==> src/rtl/csa_seq_multiplier_if.sv <==
// Operand/product handshake bundle for csa_seq_multiplier.
// The master drives the operands and out_ready; the multiplier (slave) drives the status and product.
interface csa_seq_multiplier_if #(
    parameter int unsigned WIDTH = 4
);
    logic                 in_valid;
    logic                 in_ready;
    logic [WIDTH-1:0]     a;
    logic [WIDTH-1:0]     b;
    logic                 signed_mode;
    logic                 out_valid;
    logic                 out_ready;
    logic [2*WIDTH-1:0]   z;
    logic                 busy;

    modport master (
        output in_valid, a, b, signed_mode, out_ready,
        input  in_ready, out_valid, z, busy
    );

    modport slave (
        input  in_valid, a, b, signed_mode, out_ready,
        output in_ready, out_valid, z, busy
    );
endinterface

==> src/rtl/csa_seq_multiplier.sv <==
// Iterative carry-save multiplier: one partial-product row per cycle into a sum/carry
// pair, then a single carry-propagate cycle. Signed mode uses Baugh-Wooley rows.
module csa_seq_multiplier #(
    parameter int unsigned WIDTH = 4
) (
    input  logic               clk,
    input  logic               rst,
    csa_seq_multiplier_if.slave mul
);
    localparam int unsigned PW = 2 * WIDTH;
    localparam int unsigned CW = $clog2(WIDTH);
    localparam logic [PW-1:0] BW_CONST = (PW'(1) << WIDTH) | (PW'(1) << (PW - 1));
    localparam logic [CW-1:0] LAST_ROW = CW'(WIDTH - 1);

    typedef enum logic [1:0] {
        IDLE,
        ACCUM,
        RESOLVE,
        DONE
    } state_t;

    state_t          state;
    state_t          state_next;
    logic [WIDTH-1:0] a_q;
    logic [WIDTH-1:0] b_q;
    logic            sm_q;
    logic [CW-1:0]   row;
    logic [PW-1:0]   sum;
    logic [PW-1:0]   carry;
    logic [PW-1:0]   z_q;
    logic            out_valid_q;
    logic [WIDTH-1:0] pp;
    logic [PW-1:0]   row_ext;
    logic [PW-1:0]   sum_n;
    logic [PW-1:0]   carry_n;
    logic            accept;

    assign accept        = (state == IDLE) && mul.in_valid;
    assign mul.in_ready  = (state == IDLE);
    assign mul.busy      = (state == ACCUM) || (state == RESOLVE);
    assign mul.out_valid = out_valid_q;
    assign mul.z         = z_q;

    always_ff @(posedge clk) begin
        if (rst) begin
            state <= IDLE;
        end else begin
            state <= state_next;
        end
    end

    always_comb begin
        state_next = state;
        case (state)
            IDLE:    if (mul.in_valid) state_next = ACCUM;
            ACCUM:   if (row == LAST_ROW) state_next = RESOLVE;
            RESOLVE: state_next = DONE;
            DONE:    if (mul.out_ready) state_next = IDLE;
            default: state_next = IDLE;
        endcase
    end

    // Baugh-Wooley: complement the MSB cross-terms; the two correction ones ride on row 0,
    // whose bits never reach position WIDTH or above.
    always_comb begin
        pp = a_q & {WIDTH{b_q[row]}};
        if (sm_q) begin
            if (row == LAST_ROW) begin
                pp[WIDTH-2:0] = ~pp[WIDTH-2:0];
            end else begin
                pp[WIDTH-1] = ~pp[WIDTH-1];
            end
        end
        row_ext = {{WIDTH{1'b0}}, pp} << row;
        if (sm_q && (row == '0)) begin
            row_ext = row_ext | BW_CONST;
        end
        sum_n   = sum ^ carry ^ row_ext;
        carry_n = ((sum & carry) | (sum & row_ext) | (carry & row_ext)) << 1;
    end

    always_ff @(posedge clk) begin
        if (rst) begin
            a_q         <= '0;
            b_q         <= '0;
            sm_q        <= 1'b0;
            row         <= '0;
            sum         <= '0;
            carry       <= '0;
            z_q         <= '0;
            out_valid_q <= 1'b0;
        end else begin
            case (state)
                IDLE: begin
                    if (accept) begin
                        a_q   <= mul.a;
                        b_q   <= mul.b;
                        sm_q  <= mul.signed_mode;
                        row   <= '0;
                        sum   <= '0;
                        carry <= '0;
                    end
                end
                ACCUM: begin
                    sum   <= sum_n;
                    carry <= carry_n;
                    row   <= row + 1'b1;
                end
                RESOLVE: begin
                    z_q         <= sum + carry;
                    out_valid_q <= 1'b1;
                end
                DONE: begin
                    if (mul.out_ready) out_valid_q <= 1'b0;
                end
                default: ;
            endcase
        end
    end
endmodule
==> src/flat_wrapper.sv <==
// flat-port wrapper written by rule: the top's interface ports become plain ports
module csa_seq_multiplier_flat 
#(
    parameter int unsigned WIDTH = 4
)
  (clk, rst, mul_in_valid, mul_a, mul_b, mul_signed_mode, mul_out_ready, mul_in_ready, mul_out_valid, mul_z, mul_busy);
  csa_seq_multiplier_if #(.WIDTH(WIDTH)) mul_i ();
  input  logic clk;
  input  logic rst;
  input wire logic [$bits(mul_i.in_valid)-1:0] mul_in_valid;
  input wire logic [$bits(mul_i.a)-1:0] mul_a;
  input wire logic [$bits(mul_i.b)-1:0] mul_b;
  input wire logic [$bits(mul_i.signed_mode)-1:0] mul_signed_mode;
  input wire logic [$bits(mul_i.out_ready)-1:0] mul_out_ready;
  output wire logic [$bits(mul_i.in_ready)-1:0] mul_in_ready;
  output wire logic [$bits(mul_i.out_valid)-1:0] mul_out_valid;
  output wire logic [$bits(mul_i.z)-1:0] mul_z;
  output wire logic [$bits(mul_i.busy)-1:0] mul_busy;
  assign mul_i.in_valid = mul_in_valid;
  assign mul_i.a = mul_a;
  assign mul_i.b = mul_b;
  assign mul_i.signed_mode = mul_signed_mode;
  assign mul_i.out_ready = mul_out_ready;
  assign mul_in_ready = mul_i.in_ready;
  assign mul_out_valid = mul_i.out_valid;
  assign mul_z = mul_i.z;
  assign mul_busy = mul_i.busy;
  csa_seq_multiplier #(.WIDTH(WIDTH)) u_core (.clk(clk), .rst(rst), .mul(mul_i));
endmodule
==> config.mk <==
export PLATFORM = sky130hd
export DESIGN_NAME = csa_seq_multiplier_flat
export DESIGN_NICKNAME = d
export VERILOG_FILES = /design/src/rtl/csa_seq_multiplier_if.sv /design/src/rtl/csa_seq_multiplier.sv /design/src/flat_wrapper.sv
export SDC_FILE = /design/constraint.sdc
export NUM_CORES = 1
export LEC_CHECK = 0
export ABC_AREA = 1
export ABC_CLOCK_PERIOD_IN_PS = 6300
export BUFFER_PORTS_ARGS = -buffer_cell sky130_fd_sc_hd__buf_4
export CAP_MARGIN = 5
export CORE_AREA = 2 2 61 77
export DETAILED_ROUTE_END_ITERATION = 10
export DIE_AREA = 0 0 63 79
export HOLD_SLACK_MARGIN = 0.08
export PLACE_DENSITY = 0.77
export RECOVER_POWER = 50
export SYNTH_ARGS = -nofsm -noshare
export SYNTH_HDL_FRONTEND = slang
export SYNTH_SLANG_ARGS = --single-unit
==> constraint.sdc <==
create_clock -name clk -period 6.3 [get_ports clk]
set_clock_uncertainty 0.2 [all_clocks]
set_input_delay 0.315 -clock clk [delete_from_list [all_inputs] [get_ports clk]]
set_output_delay 0.315 -clock clk [all_outputs]
set_load 0.01 [all_outputs]
== Word-level counts from Yosys, hierarchy flattened ==
Cells that the tools add are included.

* Memory bits (read-only): 0
* Logic and storage cells: 59
* Bits in registers: 38
* Bits in latches: 0
* Memories: 0
* RAM bits: 0

* Divide/modulo/power cells: 0
* Shifts and indexed selects: 1
* Bitwise gates (word level): 10
* Multipliers: 0
* Add/subtract/negate cells: 2
* Equal/unequal tests: 8
* $lt $le $gt $ge: 1
* Reductions and logical operators: 11
* Multiplexer cells: 17

{| class="wikitable"
|+ Operator list
! kind !! number
|-
| 8-bit one-hot mux with 2 select lines || 2
|-
| 7-bit bitwise AND || 3
|-
| 8-bit two-way mux || 2
|-
| 8-bit bitwise XOR || 2
|-
| 7-bit bitwise OR || 2
|-
| 8-bit adder || 1
|-
| 2-bit two-way mux || 4
|-
| 2-bit one-hot mux with 4 select lines || 1
|-
| 4-bit by 2-bit << shifter with 8-bit output || 1
|-
| 2-bit == test (second input constant) || 3
|-
| 2-bit inequality test (second input constant) || 3
|-
| 2-bit AND reduction || 3
|-
| 4-bit bitwise AND || 1
|-
| 2-bit zero test || 2
|-
| 4-bit two-way mux || 1
|-
| 2-bit one-hot mux with 2 select lines || 1
|-
| 2-bit nonzero test || 2
|-
| 2-bit by 3-bit less-than comparator with 1-bit output (second input constant) || 1
|-
| 1-bit two-way mux || 3
|-
| 3-bit two-way mux || 1
|-
| 3-bit inverter || 1
|-
| 3-bit AND reduction || 1
|-
| 2-bit by 1-bit adder with 2-bit output (second input constant) || 1
|-
| 1-bit binary-select mux with 2-bit select || 1
|-
| other kinds (6) || 7
|}

== Depth between registers and ports, before layout ==
Gate-level depths: netlist (run 1).

* Depth after elaboration: 12
* Gate-level depth with buffers: 14
* Gate-level depth less buffers: 13

== Least setup slack after synthesis (run 1) ==
Ideal clock, no wire load.

* Kind: register to register
* From: register u_core.row[0]
* To: register u_core.sum[4]
* Clock period less this slack: 2.071 ns
* Data arrival time: 1.806 ns
* Path slack: 4.229 ns
* Data required time: 6.035 ns
* Cell stages (with the launch flop): 12
* Cells stage by stage: dfxtp_1 > ha_1 > or2_0 > nand4_1 > nand2_1 > nand3_1 > nand2_1 > nor2_1 > fa_1 > o22ai_1 > inv_1 > nor2_1

* Word-level cells in the longest chain between the ends: 10
* Elaborated cells on any way between the ends: 15

{| class="wikitable"
|+ Ends and longest elaborated chain
! item !! line !! source
|-
| start, declared || csa_seq_multiplier.sv:27 || <nowiki>logic [CW-1:0] row;</nowiki>
|-
| start signal, assigned || csa_seq_multiplier.sv:107 || <nowiki>row <= row + 1'b1;</nowiki>
|-
| 1-bit binary-select mux with 2-bit select || csa_seq_multiplier.sv:66 || <nowiki>pp = a_q & {WIDTH{b_q[row]}};</nowiki>
|-
| 1-bit two-way mux (implied by the code) || csa_seq_multiplier.sv:66 ||
|-
| 4-bit bitwise AND || csa_seq_multiplier.sv:66 ||
|-
| 3-bit inverter or 1-bit inverter (tied branches) || csa_seq_multiplier.sv:69, csa_seq_multiplier.sv:71 ||
|-
| 3-bit two-way mux or 1-bit two-way mux (tied branches) || csa_seq_multiplier.sv:68 || <nowiki>if (row == LAST_ROW) begin</nowiki>
|-
| 4-bit two-way mux || csa_seq_multiplier.sv:67 || <nowiki>if (sm_q) begin</nowiki>
|-
| 4-bit by 2-bit << shifter with 8-bit output || csa_seq_multiplier.sv:74 || <nowiki>row_ext = {{WIDTH{1'b0}}, pp} << row;</nowiki>
|-
| 8-bit two-way mux (*) || csa_seq_multiplier.sv:75 || <nowiki>if (sm_q && (row == '0)) begin</nowiki>
|-
| 8-bit bitwise XOR (*) || csa_seq_multiplier.sv:78 || <nowiki>sum_n = sum ^ carry ^ row_ext;</nowiki>
|-
| 8-bit one-hot mux with 2 select lines (*) || csa_seq_multiplier.sv:93 || <nowiki>case (state)</nowiki>
|-
| end signal, assigned || csa_seq_multiplier.sv:105 || <nowiki>sum <= sum_n;</nowiki>
|-
| end, declared || csa_seq_multiplier.sv:28 || <nowiki>logic [PW-1:0] sum;</nowiki>
|}

Every way passes the cells marked *; elsewhere a longest branch is shown, timed or not. The select of a mux whose other input is x is not followed.
A chain may end at the register's enable or synchronous reset.

== Worst setup path in the final report (run 1) ==
* From: register u_core.row[0]
* To: register u_core.sum[3]

* Word-level cells in the longest chain between the ends: 10
* Elaborated cells on any way between the ends: 13

{| class="wikitable"
|+ Ends and longest elaborated chain
! item !! line
|-
| 1-bit binary-select mux with 2-bit select || csa_seq_multiplier.sv:66
|-
| 1-bit two-way mux (implied by the code) || csa_seq_multiplier.sv:66
|-
| 4-bit bitwise AND || csa_seq_multiplier.sv:66
|-
| 3-bit inverter or 1-bit inverter (tied branches) || csa_seq_multiplier.sv:69, csa_seq_multiplier.sv:71
|-
| 3-bit two-way mux or 1-bit two-way mux (tied branches) || csa_seq_multiplier.sv:68
|-
| 4-bit two-way mux || csa_seq_multiplier.sv:67
|-
| 4-bit by 2-bit << shifter with 8-bit output (*) || csa_seq_multiplier.sv:74
|-
| 8-bit two-way mux (*) || csa_seq_multiplier.sv:75
|-
| 8-bit bitwise XOR (*) || csa_seq_multiplier.sv:78
|-
| 8-bit one-hot mux with 2 select lines (*) || csa_seq_multiplier.sv:93
|}

Marked as above.

==> results of run 1 <==
==> Yosys cell counts, drive strengths merged <==
| cell type | n |
|---|---|
| dfxtp | 37 |
| xnor2 | 2 |
| xor2 | 1 |
| nand3 | 23 |
| a21oi | 21 |
| a22oi | 1 |
| inv | 47 |
| clkbuf | 5 |
| or2 | 2 |
| ha | 13 |
| o21ai | 6 |
| buf | 5 |
| nand4 | 4 |
| o221ai | 1 |
| nor2 | 30 |
| o31a | 1 |
| nand2 | 60 |
| o22ai | 11 |
| fa | 7 |
| o31ai | 1 |
| a211oi | 4 |
| a21o | 2 |
==> where the power goes <==
part / switching, mW / total, mW / internal (mW) / leakage (nW)
sequential: 0.0329 / 0.305 / 0.272 / 0.301
clock: 0.0927 / 0.211 / 0.118 / 0.0543
combinational: 0.199 / 0.307 / 0.108 / 0.674
==> path summary, 6_finish.rpt <==
| path | start | endpoint | slack (ns) |
|---|---|---|---|
| hold reg to reg | u_core.mul.z[1] | u_core.mul.z[1] | 0.28 |
| setup / recovery | u_core.row[0] | u_core.sum[3] | 3.78 |
| hold / removal | mul_signed_mode | u_core.sm_q | 0.12 |
| setup reg to reg | u_core.row[0] | u_core.sum[3] | 3.78 |
==> registers in the layout, indices dropped and copies added (netlist names) <==
name / count
u_core.state: 2
u_core.mul.out_valid: 1
u_core.sum: 8
u_core.row: 2
u_core.carry: 7
u_core.b_q: 4
u_core.sm_q: 1
u_core.mul.z: 8
u_core.a_q: 4
==> routing by layer <==
| metal | vias up | part of all wire (%) |
|---|---|---|
| li1 | 972 | - |
| met1 | 837 | 43 |
| met2 | 46 | 49 |
| met3 | 9 | 4.3 |
| met4 | 0 | 2.9 |
| met5 | - | 0 |
==> cells by family after synthesis <==
kind of cell / Yosys count / synth area share [%]
AO/OA/AOI/OAI: 48 / 13.3
XOR/XNOR: 3 / 1.24
adder cells (fa/ha/maj): 20 / 14.3
buffers and inverters: 57 / 11.2
flip-flops: 37 / 35.0
AND/OR/NAND/NOR: 119 / 25.0
==> worst max-delay path, cell delays in order, from the launching register on <==
cell	delay, ns
sky130_fd_sc_hd__dfxtp_1	0.62
sky130_fd_sc_hd__ha_1	0.27
sky130_fd_sc_hd__nand2_1	0.13
sky130_fd_sc_hd__inv_1	0.12
sky130_fd_sc_hd__nand2_1	0.09
sky130_fd_sc_hd__nand3_1	0.10
sky130_fd_sc_hd__nand2_1	0.06
sky130_fd_sc_hd__nand2_1	0.05
sky130_fd_sc_hd__nand2_1	0.06
sky130_fd_sc_hd__fa_1	0.48
sky130_fd_sc_hd__o22ai_1	0.08
sky130_fd_sc_hd__inv_1	0.09
sky130_fd_sc_hd__nor2_1	0.04
==> layout make-up <==
class | count | area (um2)
fillers | 416 | 1830
multi-input cells | 190 | 1140
flip-flops and latches | 37 | 741
repair buffers | 31 | 211
inverters | 47 | 184
well taps | 58 | 72.6
clock buffers | 5 | 68.8
clock inverters | 3 | 46.3
==> run metrics, run 1 <==
grt met3 use 4.53%; worst endpoint data arrival time about 2.5 ns; overall track demand over capacity in global routing between 20% and 30%; Resized Gates After CTS 0; type of element capturing the critical path flip-flop; commonest non-fill, non-tap cells in the layout 56 x sky130_fd_sc_hd__nand2_1, 44 x sky130_fd_sc_hd__inv_1, 37 x sky130_fd_sc_hd__dfxtp_1; minimum clock period 2.52 ns; Seq cells post-synth 37; via count of the first global-routing pass 1862; clock latency of the later-clocked register in the worst-skew pair 0.30 ns; clock tree buffer depth 2; number of design-rule violations left by the first detailed-router iteration 117; most common library cell in the layout ignoring fill and taps sky130_fd_sc_hd__nand2_1; number of failing hold endpoints at the final stage 0; Leakage 1.03 nW; clock transition time at the flip-flop clock pins of the worst setup and hold paths approximately 0.080 ns; layer carrying the most global-route usage met2; fraction of met1 tracks used by global routing about 22%; final number of max-transition violations 0; worst hold path depth 3; DR pass1 iterations 4; worst hold slack after final layout ~0.12 ns; routed via count around 1900; sequential cell area fraction in the yosys report between 30% and 40%; pin count of the biggest net entering global routing 38; input/output buffers 23; # clock sinks 37; clock root buffer master sky130_fd_sc_hd__clkbuf_8; detailed-route wire length per cell ~12 um; initial cell density of the core about half; post-CTS setup-driven buffer insertion count 0; total I/O pin count 24; top-area cell type share of the netlist area 35.0%; area added between synthesis and finish 16.4%; Maximum Capacitance Violations 0; global routing met2 resource utilization a little under two fifths; wirelength, routed 4.40 mm; area of the mapped netlist ~2100 um2; ANT cells 0; share of layout cells above drive strength 1 9.58%; Die Ht 79 um; antenna violations before repair 0; Cell Count, Final, Fillers Out approximately 370; TritonCTS clock tree built; worst-case headroom to the max-slew limit a little under two fifths; part of the cycle the worst path needs roughly two fifths; Post-Synthesis Cells roughly 280; wire length of the first global-routing pass about 8 mm; RSZ-0062 raised after global routing no; detailed-route vias per instance roughly 5.0; number of hold buffers added after CTS 8; path type of the worst setup path flip-flop to flip-flop; worst-case setup slack after placement between 3 and 4 ns; count of warnings emitted by yosys 0; peak fanout along the critical path 11; status finished, final reports clean; type of the most critical hold path input pin to flip-flop; Core Area roughly 4300 um2; data required time at the worst endpoint roughly 6.3 ns; Final TNS setup 0 ns; routability-driven placement congestion ratio between 0.8 and 0.9; transition time at the pin with the least slew margin 0.940 ns; drt drc 0; worst supply voltage drop on vdd approximately 230 uV; total congestion overflow 0; largest cells by area after synthesis sky130_fd_sc_hd__dfxtp_1 35%, sky130_fd_sc_hd__nand2_1 9.9%, sky130_fd_sc_hd__inv_1 7.8%; number of H-tree branching levels 2; final count of negative-setup-slack endpoints 0; worst-case reg-to-reg path depth 12; Non-Filler Cell Area, Final between 2000 and 2500 um2; maximum clock frequency 397 MHz; synthesized area divided by synthesized cell count about 7.5 um2; Die Width 63 um; PD cells about 330 nW/um2; Site Rows 27; sum of net half-perimeters after detailed placement ~3.1 mm; Final Core Density about 57%; unique cell type count in the Yosys netlist 32; Die Outline Area between 4000 and 5000 um2; # nets final between 300 and 400; Worst Setup Slack, final roughly 3.8 ns; Detail Route Antenna Nets 0; Yosys top cell by area sky130_fd_sc_hd__dfxtp_1; total power after layout just over 0.8 mW; placed insts 355; startpoint type of the worst setup path flip-flop; net count after synthesis about 320; CTS Buf Count 5; DP Area 2310 um2
No activity file was read; power rests on OpenSTA's default activity.
==> run 2: changes to the inputs <==
--- a/config.mk
+++ b/config.mk
@@ -6,14 +6,14 @@
 export NUM_CORES = 1
 export LEC_CHECK = 0
 export ABC_AREA = 1
-export ABC_CLOCK_PERIOD_IN_PS = 6300
+export ABC_CLOCK_PERIOD_IN_PS = 2250
 export BUFFER_PORTS_ARGS = -buffer_cell sky130_fd_sc_hd__buf_4
 export CAP_MARGIN = 5
 export CORE_AREA = 2 2 61 77
 export DETAILED_ROUTE_END_ITERATION = 10
 export DIE_AREA = 0 0 63 79
 export HOLD_SLACK_MARGIN = 0.08
-export PLACE_DENSITY = 0.77
+export PLACE_DENSITY = 0.79
 export RECOVER_POWER = 50
 export SYNTH_ARGS = -nofsm -noshare
 export SYNTH_HDL_FRONTEND = slang
==> constraint.sdc (replaced) <==
create_clock -name clk -period 2.25 [get_ports clk]
set_clock_uncertainty 0.2 [all_clocks]
set_input_delay 0.1125 -clock clk [delete_from_list [all_inputs] [get_ports clk]]
set_output_delay 0.1125 -clock clk [all_outputs]
set_load 0.01 [all_outputs]
==> run 2 against run 1 <==
Compared with the run above:
- wire length up 4.2%
- first-iteration DRC count down 24%
- register-to-register slack worse by 3.7 ns
- sequential share of layout area down 2.7 points
- via count up 4.0%
- hold slack worse by 0.026 ns
- non-clock buffer count up 21
- cell area up 11%
- core utilization up 6.2 points
- highest routed layer unchanged
- critical path type unchanged
- sequential power rose to 2.8 times the previous value
==> run metrics, run 2 (synthesized netlist as in run 1, its figures left out) <==
Maximum Capacitance Violations 0 (unchanged); PD cells 961 nW/um2 (+190%); sum of net half-perimeters after detailed placement 3.08 mm (-1.0%); final number of max-transition violations 0 (unchanged); data required time at the worst endpoint 2.29 ns (-3.99 ns); initial cell density of the core 49.4% (unchanged); worst hold path depth 4 (+1); worst-case reg-to-reg path depth 11 (-1); minimum clock period 2.20 ns (-0.322 ns); worst endpoint data arrival time 2.23 ns (-0.27 ns); Leakage 1.17 nW (+14%); global routing met2 resource utilization 40.1% (+2.8 points); transition time at the pin with the least slew margin 0.556 ns (-0.384 ns); wirelength, routed 4.58 mm (+4.2%); delay of the slowest critical-path stage 0.42 ns (-0.20 ns); via count of the first global-routing pass 1954 (+4.9%); detailed-route wire length per cell 11.7 um (-1.4%); DR pass1 iterations 4 (unchanged); final count of negative-setup-slack endpoints 0 (unchanged); Final TNS setup 0 ns (unchanged); total I/O pin count 24 (unchanged); routed via count 1939 (+4.0%); grt met3 use 3.82% (-0.71 points); most frequent cell on the critical path sky130_fd_sc_hd__nand2_1; Site Rows 27 (unchanged); hold path endpoint u_core.sm_q; worst supply voltage drop on vdd 545 uV (+140%); # clock sinks 37 (unchanged); startpoint of the most critical hold path mul_in_valid; Die Width 63 um (unchanged); CTS Buf Count 5 (unchanged); input/output buffers 23 (unchanged); internal power 1.66 mW (+230%); clock transition time at the flip-flop clock pins of the worst setup and hold paths 0.08 ns (about the same); Slowest cell on crit path sky130_fd_sc_hd__fa_1; total power after layout 2.62 mW (+220%); Worst R2R Start u_core.row[0]; Die Ht 79 um (unchanged); maximum clock frequency 455 MHz (+15%); wire length of the first global-routing pass 7.93 mm (-0.78%); clock root buffer master sky130_fd_sc_hd__clkbuf_8; type of element capturing the critical path flip-flop; routability-driven placement congestion ratio 0.806 (-0.54%); net switching power 0.958 mW (+200%); drt drc 0 (unchanged); Detail Route Antenna Nets 0 (unchanged); most common library cell in the layout ignoring fill and taps sky130_fd_sc_hd__nand2_1; number of H-tree branching levels 2 (unchanged); area added between synthesis and finish 28.8%; RSZ-0062 raised after global routing yes; Die Outline Area 4980 um2 (unchanged); clock latency of the later-clocked register in the worst-skew pair 0.29 ns (about the same); Core Area 4290 um2 (unchanged); antenna violations before repair 0 (unchanged); commonest non-fill, non-tap cells in the layout 54 x sky130_fd_sc_hd__nand2_1, 42 x sky130_fd_sc_hd__inv_1, 33 x sky130_fd_sc_hd__dfxtp_1; layer carrying the most global-route usage met2; TritonCTS clock tree built; detailed-route vias per instance 4.95 (-1.5%); cells along the critical path ha_2 > or2_1 > nand4_1 > nand2_1 > nand3_1 > nand2_1 > nor2_2 > fa_1 > o22ai_1 > inv_1 > nor2_1; number of failing hold endpoints at the final stage 0 (unchanged); clock tree buffer depth 2 (unchanged); fraction of power spent switching nets 36.5% (-2.9 points); number of design-rule violations left by the first detailed-router iteration 89 (-24%); peak fanout along the critical path 3 (-8); combinational cell fraction of total power 41.5% (+4.2 points); proportion of power drawn by flip-flops and latches 32.0% (-5.1 points); total congestion overflow 0 (unchanged); ANT cells 0 (unchanged); fraction of met1 tracks used by global routing 20.4% (-2.1 points); flop2flop setup slack 0.05 ns (-3.73 ns); overall track demand over capacity in global routing 20.0% (-0.55 points); part of the cycle the worst path needs 97.7% (+58 points); status finished, final reports clean; pin count of the biggest net entering global routing 38 (unchanged); worst-case headroom to the max-slew limit 62.9% (+26 points); share of total power in the clock network 26.5% (+0.8 points); share of layout cells above drive strength 1 16.2% (+6.6 points); path type of the worst setup path flip-flop to flip-flop; # nets final 366 (+6.1%); type of the most critical hold path input pin to flip-flop; startpoint type of the worst setup path flip-flop; Reg2Reg Capture Point u_core.sum[4]
-- run 2: changes by cell type in the layout (fill, tap and decap cells not counted), sizes merged --
cell / change
bufinv: +1
dlygate4sd3: +12
clkinv: -1
buf: +10
clkbuf: -1
-- run 2: area by class of cell --
type / count / area, um2
clock buffer: 5 / 68.8
sequential: 37 / 746
clock inverter: 3 / 68.8
tap: 58 / 72.6
multi-input combinational: 190 / 1170
inverter: 47 / 190
timing repair buffer: 52 / 414
fill: 389 / 1560
-- run 2: worst max-delay path, delay by kind of cell, from the launching register on --
kind / cells / cell delay (ns)
DFF: 1 / 0.33
adders and majority gates: 2 / 0.62
and+or+nand+nor: 7 / 0.78
AOI/OAI and AO/OA: 1 / 0.15
buffers and inverters: 1 / 0.06
-- run 2: power groups by stage --
| stage | sequential (mW) | clock (mW) | combinational, mW |
|---|---|---|---|
| 6_report | 0.839 | 0.696 | 1.09 |
| 2_1_floorplan | 0.853 | 0 | 0.686 |
| 5_1_grt | 0.851 | 0.742 | 1.24 |
| 3_3_place_gp | 0.840 | 0 | 0.950 |
| 3_5_place_dp | 0.846 | 0 | 0.975 |
| 4_1_cts | 0.831 | 0.714 | 1.04 |
-- run 2: metrics by stage --
stage / hold slack, ns / cells / area, um2 / util [%] / worst slack (ns)
floorplan: 0.0571 / 284 / 2120 / - / 0.179
global placement: 0.163 / 360 / 2350 / 54.7 / 0.111
detailed placement: 0.171 / 360 / 2350 / 54.7 / 0.0383
CTS: 0.0862 / 388 / 2690 / 62.6 / 0.0126
global route: 0.118 / 392 / 2730 / 63.6 / -0.110
finish: 0.0933 / 392 / 2730 / 63.6 / 0.0528
-- run 2: timing repair --
item                                    CTS  global route
hold buffers                             20             0
hold endpoints to repair                 28             0
resized for setup                         0            19
endpoints found under the setup margin    0            20
buffers inserted                          0             4
-- run 2: routing by layer --
layer | vias to the layer above | routed length [um]
met5 | - | 0
met3 | 7 | 136
met1 | 893 | 1920
met2 | 29 | 2440
li1 | 1010 | -
met4 | 0 | 75
-- run 2: worst max path at each step --
stage / startpoint / end / slack (ns)
4_1_cts: u_core.row[0] / u_core.sum[4] / 0.01
2_1_floorplan: u_core.row[0] / u_core.sum[4] / 0.18
3_5_place_dp: u_core.row[0] / u_core.sum[4] / 0.04
3_3_place_gp: u_core.row[0] / u_core.sum[4] / 0.11
6_report: u_core.row[0] / u_core.sum[4] / 0.05
5_1_grt: u_core.row[0] / u_core.sum[4] / -0.11
